===== config.mk =====
export PLATFORM = sky130hd
export DESIGN_NAME = i2s_sample_fifo
export DESIGN_NICKNAME = d
export VERILOG_FILES = /design/src/rtl/i2s_sample_fifo.sv
export SDC_FILE = /design/constraint.sdc
export NUM_CORES = 1
export LEC_CHECK = 0
export ABC_AREA = 1
export CORE_MARGIN = 8
export CORE_UTILIZATION = 50
export DETAILED_ROUTE_END_ITERATION = 16
export GPL_TIMING_DRIVEN = 0
export PLACE_DENSITY = 0.69
export SETUP_SLACK_MARGIN = 0.05
export SLEW_MARGIN = 20
export SYNTH_ARGS = -nofsm -noshare
export SYNTH_HDL_FRONTEND = slang
export SYNTH_SLANG_ARGS = --single-unit

===== constraint.sdc =====
create_clock -name sclk -period 11 [get_ports sclk]
set_clock_uncertainty 0.15 [all_clocks]
set_input_delay 1.1 -clock sclk [delete_from_list [all_inputs] [get_ports sclk]]
set_output_delay 1.1 -clock sclk [all_outputs]
set_load 0.1 [all_outputs]

===== src/rtl/i2s_sample_fifo.sv =====
// i2s_sample_fifo: captures one stereo pair per I2S frame, a fixed number of
// sclk cycles after the right word ends, into a first-word fall-through FIFO.
// Optional feature: define I2S_FIFO_OVF_CNT_EN to add the saturating
// ovf_count dropped-frame counter port.
module i2s_sample_fifo #(
   parameter int WIDTH     = 16,
   parameter int DEPTH     = 8,
   parameter int CAP_DELAY = 2
) (
   input  logic                     sclk,
   input  logic                     rst,
   input  logic                     ws,
   input  logic [WIDTH-1:0]         left_chan,
   input  logic [WIDTH-1:0]         right_chan,
   output logic                     out_valid,
   input  logic                     out_ready,
   output logic [WIDTH-1:0]         out_left,
   output logic [WIDTH-1:0]         out_right,
   output logic [$clog2(DEPTH):0]   level,
   output logic                     overflow,
   input  logic                     ovf_clr
`ifdef I2S_FIFO_OVF_CNT_EN
   ,
   output logic [7:0]               ovf_count
`endif
);

   localparam int AW = $clog2(DEPTH);
   localparam int CW = (CAP_DELAY > 1) ? $clog2(CAP_DELAY) : 1;
   localparam logic [AW:0] LVL_FULL = (AW+1)'(DEPTH);

   localparam logic [1:0] S_UNARMED = 2'd0;
   localparam logic [1:0] S_IDLE    = 2'd1;
   localparam logic [1:0] S_WAIT    = 2'd2;
   localparam logic [1:0] S_PUSH    = 2'd3;

   logic [1:0]         state;
   logic [CW-1:0]      dly;
   logic               ws_q;
   logic               ws_fall;
   logic [AW-1:0]      wptr;
   logic [AW-1:0]      rptr;
   logic [2*WIDTH-1:0] mem [DEPTH];
   logic [2*WIDTH-1:0] head;
   logic               push;
   logic               pop;
   logic               full;
   logic               write_en;
   logic               drop;

   // A 1->0 transition on ws marks the end of the right word of a frame.
   assign ws_fall  = ws_q & ~ws;

   assign push     = (state == S_PUSH);
   assign out_valid = (level != '0);
   assign pop      = out_valid & out_ready;
   assign full     = (level == LVL_FULL);
   // A pop in the same cycle frees the slot, so a full FIFO still accepts.
   assign write_en = push & (~full | pop);
   assign drop     = push & full & ~pop;

   assign head      = mem[rptr];
   assign out_left  = out_valid ? head[2*WIDTH-1:WIDTH] : '0;
   assign out_right = out_valid ? head[WIDTH-1:0]       : '0;

   // Delay ws by one cycle so a falling edge can be detected.
   always_ff @(posedge sclk) begin
      if (rst) begin
         ws_q <= 1'b0;
      end else begin
         ws_q <= ws;
      end
   end

   // Capture sequencer: arm on the first boundary, then wait CAP_DELAY cycles
   // after each later boundary before pushing; boundaries seen while busy are ignored.
   always_ff @(posedge sclk) begin
      if (rst) begin
         state <= S_UNARMED;
         dly   <= '0;
      end else begin
         case (state)
            S_UNARMED: begin
               if (ws_fall) begin
                  state <= S_IDLE;
               end
            end
            S_IDLE: begin
               if (ws_fall) begin
                  dly   <= CW'(CAP_DELAY - 1);
                  state <= S_WAIT;
               end
            end
            S_WAIT: begin
               if (dly == '0) begin
                  state <= S_PUSH;
               end else begin
                  dly <= dly - 1'b1;
               end
            end
            S_PUSH: begin
               state <= S_IDLE;
            end
            default: begin
               state <= S_UNARMED;
            end
         endcase
      end
   end

   // Sample storage; contents need no reset because the pointers define validity.
   always_ff @(posedge sclk) begin
      if (!rst && write_en) begin
         mem[wptr] <= {left_chan, right_chan};
      end
   end

   // Pointers and occupancy move together so level never lags push/pop.
   always_ff @(posedge sclk) begin
      if (rst) begin
         wptr  <= '0;
         rptr  <= '0;
         level <= '0;
      end else begin
         if (write_en) begin
            wptr <= wptr + 1'b1;
         end
         if (pop) begin
            rptr <= rptr + 1'b1;
         end
         case ({write_en, pop})
            2'b10:   level <= level + 1'b1;
            2'b01:   level <= level - 1'b1;
            default: level <= level;
         endcase
      end
   end

   // Sticky overflow flag; a new drop takes priority over a clear.
   always_ff @(posedge sclk) begin
      if (rst) begin
         overflow <= 1'b0;
      end else if (drop) begin
         overflow <= 1'b1;
      end else if (ovf_clr) begin
         overflow <= 1'b0;
      end
   end

`ifdef I2S_FIFO_OVF_CNT_EN
   // Saturating dropped-frame counter; a clear coinciding with a drop leaves 1.
   always_ff @(posedge sclk) begin
      if (rst) begin
         ovf_count <= '0;
      end else if (ovf_clr) begin
         ovf_count <= drop ? 8'd1 : 8'd0;
      end else if (drop && (ovf_count != 8'hFF)) begin
         ovf_count <= ovf_count + 8'd1;
      end
   end
`endif

endmodule


==> results of run 1 <==
cells in the final DEF (no fill, tap or decap), drive strengths merged:
master	instances
a211oi	1
nor3	4
a21oi	9
o21ai	167
nor2	277
o32ai	32
edfxtp	256
clkdlybuf4s50	72
dfxtp	18
clkinvlp	1
buf	50
inv	30
nand2	37
nand3	8
clkbuf	60
ha	7
a221oi	1
bufinv	2
nand4	7
clkinv	11
Yosys cell counts, types with 3 or more instances:
cell | number | area share [%]
buf_2 | 25 | 1.1
buf_4 | 3 | 0.20
o21ai_1 | 9 | 0.41
nand2_1 | 36 | 1.2
o32ai_1 | 32 | 2.5
dfxtp_1 | 18 | 3.3
clkbuf_1 | 20 | 0.68
nor2_1 | 277 | 9.4
o21ai_0 | 158 | 7.2
nand3_1 | 7 | 0.32
nand4_1 | 7 | 0.40
ha_1 | 7 | 0.80
inv_1 | 29 | 0.99
buf_6 | 3 | 0.31
a21oi_1 | 9 | 0.41
edfxtp_1 | 256 | 70
nor3_1 | 4 | 0.18
sequential cells by signal, summed over array words and instances, names as in the netlist, named ones only:
| register | count |
|---|---|
| dly | 1 |
| ws_q | 1 |
| overflow | 1 |
| wptr | 3 |
| rptr | 3 |
| mem | 256 |
| state | 2 |
| level | 4 |
worst register-to-register path, delay by kind of cell (launching register included):
family        cells  cell delay (ps)
simple gates      3              840
buf+inv           4              760
flops             1              370
fa+ha+maj         1              230
metrics by stage:
stage	area [um^2]	power (W)	hold WS (ps)
6_report	13200	0.00381	316
4_1_cts	13200	0.00382	317
3_3_place_gp	12100	0.00290	293
2_1_floorplan	11000	0.00246	283
3_5_place_dp	12300	0.00292	309
5_1_grt	13200	0.00397	355
cell type report:
cell class | count | area, um^2 | area share [%]
flip-flops and latches | 274 | 8050 | 60.9
multi-input cells | 550 | 2610 | 19.7
repair buffers | 89 | 936 | 7.08
clock buffers | 38 | 759 | 5.74
well taps | 280 | 350 | 2.65
plain buffers | 55 | 297 | 2.24
clock inverters | 14 | 118 | 0.889
inverters | 30 | 113 | 0.851
metal layers:
metal | global-route usage [%] | vias up | routed length [um]
met5 | 0 | - | 0
met4 | 6.67 | 0 | 642
met3 | 2.37 | 51 | 1730
met2 | 32.4 | 267 | 13000
met1 | 25.1 | 3637 | 11000
li1 | - | 3484 | -
cells by family after synthesis:
family | synth area share (%)
adders and majority gates | 0.795
DFF | 73.1
AOI/OAI and AO/OA | 10.7
and+or+nand+nor | 11.7
buffers and inverters | 3.72
report_power, final:
part,internal [W],switching (W),leakage (nW),total [W]
clock network,0.000529,0.000380,0.430,0.000909
registers,0.00117,0.0000205,2.45,0.00119
logic,0.000415,0.00130,1.67,0.00171
total,0.00211,0.00170,4.55,0.00381
final timing paths:
kind,depth (start not counted),slack [ps],to,start
worst max-delay path,7,6320,out_right[11],flop
worst min-delay path,2,320,rptr[2],rptr[2]
worst max register to register,8,8360,mem[0][5],state[1]
worst min register to register,2,320,rptr[2],rptr[2]
==> results by group, run 1 <==
Placement
  – Detailed-placement wirelength estimate: 17000 um
  – Pre-CTS WS: 6910 ps
  – Placed insts: 1278
  – GPL Wtd Cong: 0.785
  – Input/output buffers: 72

Job
  – Total of max-cap violations: 0

STA
  – Setup slack after layout: 6320 ps
  – Final Hold Viols: 0
  – Setup violators final: 0
  – RSZ-0062 raised after global routing: no
  – Max_slew headroom: 34.2%
  – Fin. max-slew vios: 0
  – Final Critical Period: 4680 ps
  – FMAX: 214 MHz
  – Slew @ Worst Pin: 985 ps
  – Setup TNS: 0 ps
  – Final period utilization: 42.5%

Finish
  – Antenna Cells: 0
  – Area grow syn2layout: 20.1%
  – Number of nets in the layout: 1072
  – Final Util: 60.8%
  – Filler cell count: 1692
  – Filler-free cell count of the finished design: 1330
  – Fraction of layout cells with a size suffix above 1: 9.71%

Critical path
  – Most used cell, CP: nor2_1
  – Crit path kind: reg -> out
  – Crit path DAT: 3430 ps
  – Buf/Inv on CP: 3
  – Biggest cell delay along the critical path: 1180 ps
  – Slowest-stage cell, CP: clkdlybuf4s50_1
  – Kind of start point of the critical path: flop
  – Max FO, Critical Path: 10
  – CP endpoint kind: output pin
  – Delay-heaviest family, CP: buffers and inverters
  – Worst EP required: 9750 ps
  – Cell chain of the critical path: buf_6, clkbuf_1, o21ai_0, o32ai_1, nor2_1, nor2_1, clkdlybuf4s50_1

Logic synthesis
  – YS warnings: 0
  – Post-synth EDFFs: 256
  – Sequential share of the synthesized area: 73.1%
  – Yosys cell types: 24
  – Synth Area per Inst: 12.1 um^2
  – Register bit count reported by yosys: 274
  – Async SR Flop Fraction: 0%
  – Syn Nets: 953
  – Cells after synthesis: 909
  – Synthesized area: 11000 um^2
  – Ys flop type: edfxtp_1

Clock tree
  – Max Root-Sink Buffers: 3
  – Total CTS buffers: 28
  – CTS tree: yes
  – CTS root buf: clkbuf_16
  – CTS resizes: 0
  – Postcts setup bufs: 0
  – Worst-skew pair later-pin latency: 530 ps
  – Clock Sinks: 274
  – Cts hold-fix bufs: 0
  – H-tree levels: 1
  – Worst-path clk slew: 60 ps

Power and ir drop
  – Peak VDD IR: 254 uV
  – Pwr per Cell Area: 288 nW/um^2
  – Leakage: 4.55 nW

Worst hold path
  – Min-Delay Path Class: reg -> reg

Global routing
  – First-pass GRT wire length: 40100 um
  – Largest net degree at the start of global routing: 19
  – Total GRT Usage: 19.1%
  – Remaining global-route overflow: 0
  – Number of global-route vias before repair: 7320
  – Initial antenna violation count: 0

Detailed routing
  – DR vias: 7439
  – Final ANT Viol Nets: 0
  – Initial DRT Pass Iterations: 7
  – Drt via density: 5.59
  – Routed wire length: 26300 um
  – First DRT Iteration DRCs: 630
  – DR WL/cell: 19.8 um
  – DR DRC count: 0

Status
  – Status: completed

Floorplan
  – Core Footprint: 21800 um^2
  – Full die area: 27000 um^2
  – DIE HEIGHT: 164 um
  – Starting Density: 50.6%
  – Row Count: 54
  – # IOs: 75
  – Width of the die: 164 um
(Power assumes the default switching activity.)
==> run 2, diff against run 1 <==
Settings changed: PLACE_DENSITY 0.69 to 0.72.
Clock period 11 ns to 3.9 ns, I/O delays scaled along.
==> run 2 against run 1 <==
Final cell count rose by 0.23%. Non-clock buffer count rose by 3. Register-to-register slack got worse by 7000 ps. Clock-buffer cell count rose by 3. Largest cell class unchanged.
==> results by group, run 2 (same netlist as run 1, synthesis figures left out) <==
STA
  – Fin. max-slew vios: 0 (unchanged)
  – Final Critical Period: 3770 ps
  – Max_slew headroom: 34.7% (+0.58 points)
  – Setup violators final: 0 (unchanged)
  – Final Hold Viols: 0 (unchanged)
  – FMAX: 265 MHz
  – Setup TNS: 0 ps (unchanged)
  – Setup slack after layout: 129 ps (-6190 ps)
  – Slew @ Worst Pin: 977 ps (-7.19 ps)
  – RSZ-0062 raised after global routing: no
  – Final period utilization: 96.7%

Clock tree
  – Postcts setup bufs: 0 (unchanged)
  – Worst-skew pair later-pin latency: 530 ps (about the same)
  – H-tree levels: 1 (unchanged)
  – Max Root-Sink Buffers: 3 (unchanged)
  – CTS tree: yes
  – Clock Sinks: 274 (unchanged)
  – CTS root buf: clkbuf_16
  – Total CTS buffers: 28 (unchanged)
  – Worst-path clk slew: 60 ps (about the same)

Finish
  – Top flop regs: mem x256, level x4
  – Filler cell count: 1688 (-0.24%)
  – Antenna Cells: 0 (unchanged)
  – Largest register by flop count: mem
  – Most frequent cells in the layout: 264 x nor2_1, 256 x edfxtp_1, 158 x o21ai_0
  – Area grow syn2layout: 21.0%
  – Filler-free cell count of the finished design: 1333 (+0.23%)
  – Fraction of layout cells with a size suffix above 1: 11.0% (+1.3 points)
  – Commonest non-fill, non-tap cell in the layout: nor2_1
  – Number of nets in the layout: 1075 (+0.28%)
  – Largest register FFs: 256 (unchanged)

Floorplan
  – Full die area: 27000 um^2 (unchanged)
  – Row Count: 54 (unchanged)
  – Core Footprint: 21800 um^2 (unchanged)
  – # IOs: 75 (unchanged)
  – DIE HEIGHT: 164 um (unchanged)
  – Starting Density: 50.6% (unchanged)
  – Width of the die: 164 um (unchanged)

Placement
  – GPL Wtd Cong: 0.791 (+0.82%)
  – Detailed-placement wirelength estimate: 17000 um (about the same)
  – Input/output buffers: 72 (unchanged)
  – Placed insts: 1281 (+0.23%)
  – Pre-CTS WS: 516 ps (-6400 ps)

Detailed routing
  – Initial DRT Pass Iterations: 5 (-2)
  – Final ANT Viol Nets: 0 (unchanged)
  – Met1 wire length: 10800 um (-1.4%)
  – DR DRC count: 0 (unchanged)
  – DR WL/cell: 19.7 um (-0.42%)
  – Routed met3 length: 2020 um (+17%)
  – Routed wire length: 26300 um (-0.20%)
  – DR WL met2: 12900 um (-0.58%)
  – Top Layer Used: met4
  – Drt via density: 5.65 (+1.1%)
  – DR vias: 7537 (+1.3%)
  – First DRT Iteration DRCs: 911 (+45%)

Global routing
  – First-pass GRT wire length: 40900 um (+2.0%)
  – Remaining global-route overflow: 0 (unchanged)
  – Initial antenna violation count: 0 (unchanged)
  – Number of global-route vias before repair: 7618 (+4.1%)
  – Total GRT Usage: 19.5% (+0.35 points)
  – Largest net degree at the start of global routing: 20 (+1)

Status
  – Status: completed

Critical path
  – Crit path DAT: 3230 ps (-200 ps)
  – Crit path kind: reg -> out
  – CP endpoint kind: output pin
  – Reg-to-Reg Start: level[0]
  – Worst EP required: 3360 ps (-6390 ps)
  – End of the worst register-to-register path: mem[4][3]
  – Kind of start point of the critical path: flop
  – Worst reg-to-reg path cell count: 8 (unchanged)
  – Worst R2R Setup Slack: 1310 ps (-7050 ps)
  – Max FO, Critical Path: 10 (unchanged)

Power and ir drop
  – Peak VDD IR: 678 uV (+170%)
  – Switch share: 44.8% (+0.15 points)
  – Switching pwr: 0.00481 W (+180%)
  – Clock share of power: 24.2% (+0.4 points)
  – Pwr per Cell Area: 806 nW/um^2 (+180%)
  – Combinational power share: 44.6% (-0.4 points)
  – Internal power: 0.00593 W (+180%)
  – Flop pwr share: 31.2% (about the same)
  – Leakage: 4.84 nW (+6.4%)

Worst hold path
  – Min-Delay Path Class: in -> reg
  – WHS Path Cells: 2 (unchanged)
  – Hold EP: ws_q
  – Startpoint of the worst hold path: rst

Job
  – Total of max-cap violations: 0 (unchanged)
==> run 2: cell count changes in the layout (fill, tap and decap cells not counted), sizes merged <==
cell	previous run	this run
clkdlybuf4s50	72	42
dlymetal6s2s	0	17
dlygate4sd2	0	12
clkinv	11	7
buf	50	53
clkbuf	60	63
clkdlybuf4s15	0	1
clkinvlp	1	2
==> run 2: cell type report <==
| cell class | count | area (um^2) | area share [%] |
|---|---|---|---|
| sequential | 274 | 8050 | 60.4 |
| clock buffer | 41 | 791 | 5.93 |
| tap | 280 | 350 | 2.63 |
| clock inverter | 11 | 113 | 0.845 |
| timing repair buffer | 92 | 990 | 7.43 |
| multi-input combinational | 550 | 2630 | 19.7 |
| buffer | 55 | 297 | 2.22 |
| inverter | 30 | 113 | 0.845 |
==> run 2: per-stage QoR <==
| step | util (%) | power, W | instance area (um^2) | hold slack (ps) |
|---|---|---|---|---|
| after floorplan | - | 0.00697 | 11000 | 283 |
| after global placement | 55.6 | 0.00820 | 12100 | 298 |
| after detailed placement | 57.0 | 0.00829 | 12400 | 310 |
| after CTS | 61.1 | 0.0108 | 13300 | 93.4 |
| after global routing | 61.3 | 0.0112 | 13300 | 147 |
| final | 61.3 | 0.0107 | 13300 | 106 |
==> run 2: routing by layer <==
metal | GRT usage (%) | vias up
met1 | 25.6 | 3680
met2 | 33.1 | 312
met5 | 0 | -
met4 | 6.27 | 0
met3 | 2.59 | 49
li1 | - | 3496
==> run 2: worst max-delay path by stage <==
stage,startpoint,end
floorplan,level[2],mem[6][0]
global placement,out_ready,mem[0][30]
detailed placement,flop,out_right[0]
CTS,flop,out_left[6]
global route,flop,out_right[0]
finish,flop,out_right[15]
==> run 2: worst max-delay path, stage by stage (launching register included) <==
cell and delay (ps):
dfxtp_1 360, inv_1 90, buf_4 190, buf_2 310, nor2_1 70, o32ai_1 240
nor2_1 90, nor2_1 170, clkdlybuf4s50_1 1170
==> run 2: power by group through the flow <==
stage | registers [W] | clock network (W) | logic (W)
2_1_floorplan | 0.00350 | 0 | 0.00347
3_3_place_gp | 0.00341 | 0 | 0.00480
3_5_place_dp | 0.00341 | 0 | 0.00488
4_1_cts | 0.00335 | 0.00263 | 0.00483
5_1_grt | 0.00336 | 0.00275 | 0.00511
6_report | 0.00335 | 0.00260 | 0.00479
==> run 2: what timing repair did <==
action / 4_1_cts / 5_1_grt
resized for setup: 13 / 18
hold buffers: 0 / 0
endpoints found under the setup margin: 13 / 18
gates cloned: 0 / 0
==> run 3, diff against run 2 <==
Settings changed: ABC_AREA 1 to 0.
==> run 3 against run 2 <==
Critical path depth is 2 lower. Area after synthesis is 3.3% lower. Worst setup slack better by 150 ps. Sequential share of layout area is 1.6 points higher. Critical endpoint is now out_left[14].
==> results by group, run 3 <==
Status
  – Status: completed

STA
  – FMAX: 276 MHz (+4.0%)
  – Max_slew headroom: 33.2% (-1.5 points)
  – Final Critical Period: 3620 ps (-146 ps)
  – Final Hold Viols: 0 (unchanged)
  – Setup TNS: 0 ps (unchanged)
  – Final period utilization: 92.9% (-3.7 points)
  – Fin. max-slew vios: 0 (unchanged)
  – Hold Slack: 312 ps (+206 ps)
  – RSZ-0062 raised after global routing: no
  – Setup violators final: 0 (unchanged)
  – Setup slack after layout: 275 ps (+146 ps)
  – Slew @ Worst Pin: 999 ps (+21.2 ps)

Critical path
  – Crit path kind: reg -> out
  – Worst EP required: 3360 ps (about the same)
  – CP endpoint kind: output pin
  – Crit path DAT: 3080 ps (-150 ps)
  – Worst reg-to-reg path cell count: 7 (-1)
  – Kind of start point of the critical path: flop
  – Max FO, Critical Path: 10 (unchanged)

Global routing
  – Remaining global-route overflow: 0 (unchanged)
  – First-pass GRT wire length: 33100 um (-19%)
  – Total GRT Usage: 16.6% (-2.9 points)
  – GR Layer Usage met3: 2.96% (+0.37 points)
  – Number of global-route vias before repair: 5722 (-25%)
  – Met2 Usage GRT: 29.7% (-3.4 points)
  – Largest net degree at the start of global routing: 21 (+5.0%)
  – Initial antenna violation count: 1 (+1)
  – Met1 Use GR: 20.6% (-5.0 points)
  – GR peak layer: met2

Finish
  – Number of nets in the layout: 693 (-36%)
  – Antenna Cells: 0 (unchanged)
  – Fraction of layout cells with a size suffix above 1: 28.1% (+17 points)
  – Multi-input gate area: 2530 um^2 (-3.7%)
  – Sequential standard cell area: 8050 um^2 (unchanged)
  – Top flop regs: mem x256, level x4
  – Largest register FFs: 256 (unchanged)
  – Commonest non-fill, non-tap cell in the layout: edfxtp_1
  – Filler cell count: 1486 (-12%)
  – Most frequent cells in the layout: 256 x edfxtp_1, 64 x mux4_2, 51 x nor2_1
  – Largest register by flop count: mem
  – Area grow syn2layout: 22.0%

Worst hold path
  – Min-Delay Path Class: in -> reg
  – WHS Path Cells: 2 (unchanged)

Logic synthesis
  – Syn Nets: 565 (-41%)
  – Synth cell count leaders: 256 x edfxtp_1, 64 x mux4_2, 54 x nor2_1
  – Yosys cell types: 38 (+58%)
  – Synth Area per Inst: 20.4 um^2 (+69%)
  – Most frequent cell after synthesis: edfxtp_1
  – Dominant cells by area after synthesis: edfxtp_1 72%, mux4_2 14%, dfxtp_1 3.4%
  – Synthesized area: 10600 um^2 (-3.3%)
  – Sequential share of the synthesized area: 75.6% (+2.5 points)
  – Synth top area share: 72.2% (+2.4 points)
  – Async SR Flop Fraction: 0% (unchanged)
  – YS warnings: 0 (unchanged)
  – Post-synth EDFFs: 256 (unchanged)
  – Ys flop type: edfxtp_1
  – Leading area contributor after synthesis: edfxtp_1
  – Cells after synthesis: 521 (-43%)
  – Register bit count reported by yosys: 274 (unchanged)

Job
  – Total of max-cap violations: 0 (unchanged)

Placement
  – Pre-CTS WS: 169 ps (-347 ps)
  – Detailed-placement wirelength estimate: 14200 um (-17%)
  – GPL Wtd Cong: 0.763 (-3.6%)
  – Input/output buffers: 74 (+2.8%)

Power and ir drop
  – Internal power: 0.00576 W (-2.9%)
  – Peak VDD IR: 415 uV (-39%)
  – Clock share of power: 28.5% (+4.3 points)
  – Switch share: 37.6% (-7.2 points)
  – Pwr per Cell Area: 711 nW/um^2 (-12%)
  – Flop pwr share: 35.6% (+4.4 points)
  – Switching pwr: 0.00347 W (-28%)
  – Leakage: 4.11 nW (-15%)
  – Combinational power share: 35.9% (-8.7 points)

Clock tree
  – Clock Sinks: 274 (unchanged)
  – Max Root-Sink Buffers: 3 (unchanged)
  – Worst-path clk slew: 60 ps (about the same)
  – Cts hold-fix bufs: 0 (unchanged)
  – Total CTS buffers: 27 (-3.6%)
  – CTS root buf: clkbuf_16
  – CTS tree: yes
  – H-tree levels: 1 (unchanged)
  – Worst-skew pair later-pin latency: 530 ps (about the same)

Detailed routing
  – DR vias: 5327 (-29%)
  – DR DRC count: 0 (unchanged)
  – Initial DRT Pass Iterations: 5 (unchanged)
  – First DRT Iteration DRCs: 435 (-52%)
  – Final ANT Viol Nets: 0 (unchanged)
  – Routed wire length: 21600 um (-18%)
  – DR WL/cell: 22.9 um (+16%)
  – Drt via density: 5.64 (-0.20%)

Floorplan
  – Starting Density: 50.8% (+0.19 points)
  – DIE HEIGHT: 162 um (-1.5%)
  – Core Footprint: 21000 um^2 (-3.7%)
  – Width of the die: 162 um (-1.5%)
  – # IOs: 75 (unchanged)
  – Row Count: 53 (-1.9%)
  – Full die area: 26200 um^2 (-3.0%)
## run 3: changes by cell type after synthesis, sizes merged, moves of 4 or more
cell and delta:
nand2 -29, o32ai -32, xor2 +5, nor2 -222
nand3 -5, nor2b +4, clkbuf -12, a21oi -4
buf -17, nand4 -7, o21ai -163, mux2i +35
mux4 +64, inv -26
## run 3: cells by family after synthesis
logic type	after synthesis	share of synthesized area (%)
AO/OA/AOI/OAI	18	1.28
XOR/XNOR	7	0.576
adder cells (fa/ha/maj)	7	0.823
buffers and inverters	30	1.28
flip-flops	274	75.6
multiplexers	99	16.8
AND/OR/NAND/NOR	86	3.62
## run 3: layer usage
metal / share of wire, % / wire [um]
met5: 0.060 / 13
met2: 52 / 11300
met3: 5.1 / 1100
met4: 1.5 / 318
met1: 41 / 8820
## run 3: power by group through the flow
stage	logic, W	registers [W]	clock network, W
after global routing	0.00347	0.00329	0.00278
after CTS	0.00337	0.00329	0.00267
after detailed placement	0.00342	0.00335	0
final	0.00332	0.00329	0.00263
after floorplan	0.00253	0.00344	0
after global placement	0.00337	0.00335	0
## run 3: cell type report
type,count,area share (%)
Multi-Input combinational cell,217,19.5
Clock buffer,30,5.29
Timing Repair Buffer,99,7.85
Buffer,26,0.944
Sequential cell,274,62.0
Tap cell,275,2.65
Clock inverter,19,1.72
Inverter,4,0.116
## run 3: worst max-delay path, stage by stage, from the launching register on
cell and delay, ps:
dfxtp_1 310, clkbuf_1 430, clkbuf_1 620, mux4_2 350
mux2i_1 80, nor2_1 190, clkdlybuf4s15_2 590
## run 3: final timing paths
| check | start | end | slack [ps] |
|---|---|---|---|
| worst max-delay path | flop | out_left[14] | 280 |
| worst max register to register | state[1] | mem[0][29] | 1020 |
| worst min-delay path | ws | ws_q | 310 |
| worst min register to register | rptr[1] | rptr[1] | 350 |
## run 3: timing repair
item,in CTS,in global routing
resized for setup,91,6
setup buffers,0,0
setup endpoints to repair,32,5
## run 3: per-stage QoR
step	power, W	utilization, %	cells	area (um^2)
2_1_floorplan	0.00596	-	521	10700
3_3_place_gp	0.00672	56.1	870	11800
3_5_place_dp	0.00677	57.6	895	12100
4_1_cts	0.00933	62.1	944	13000
5_1_grt	0.00954	62.0	944	13000
6_report	0.00923	62.0	944	13000
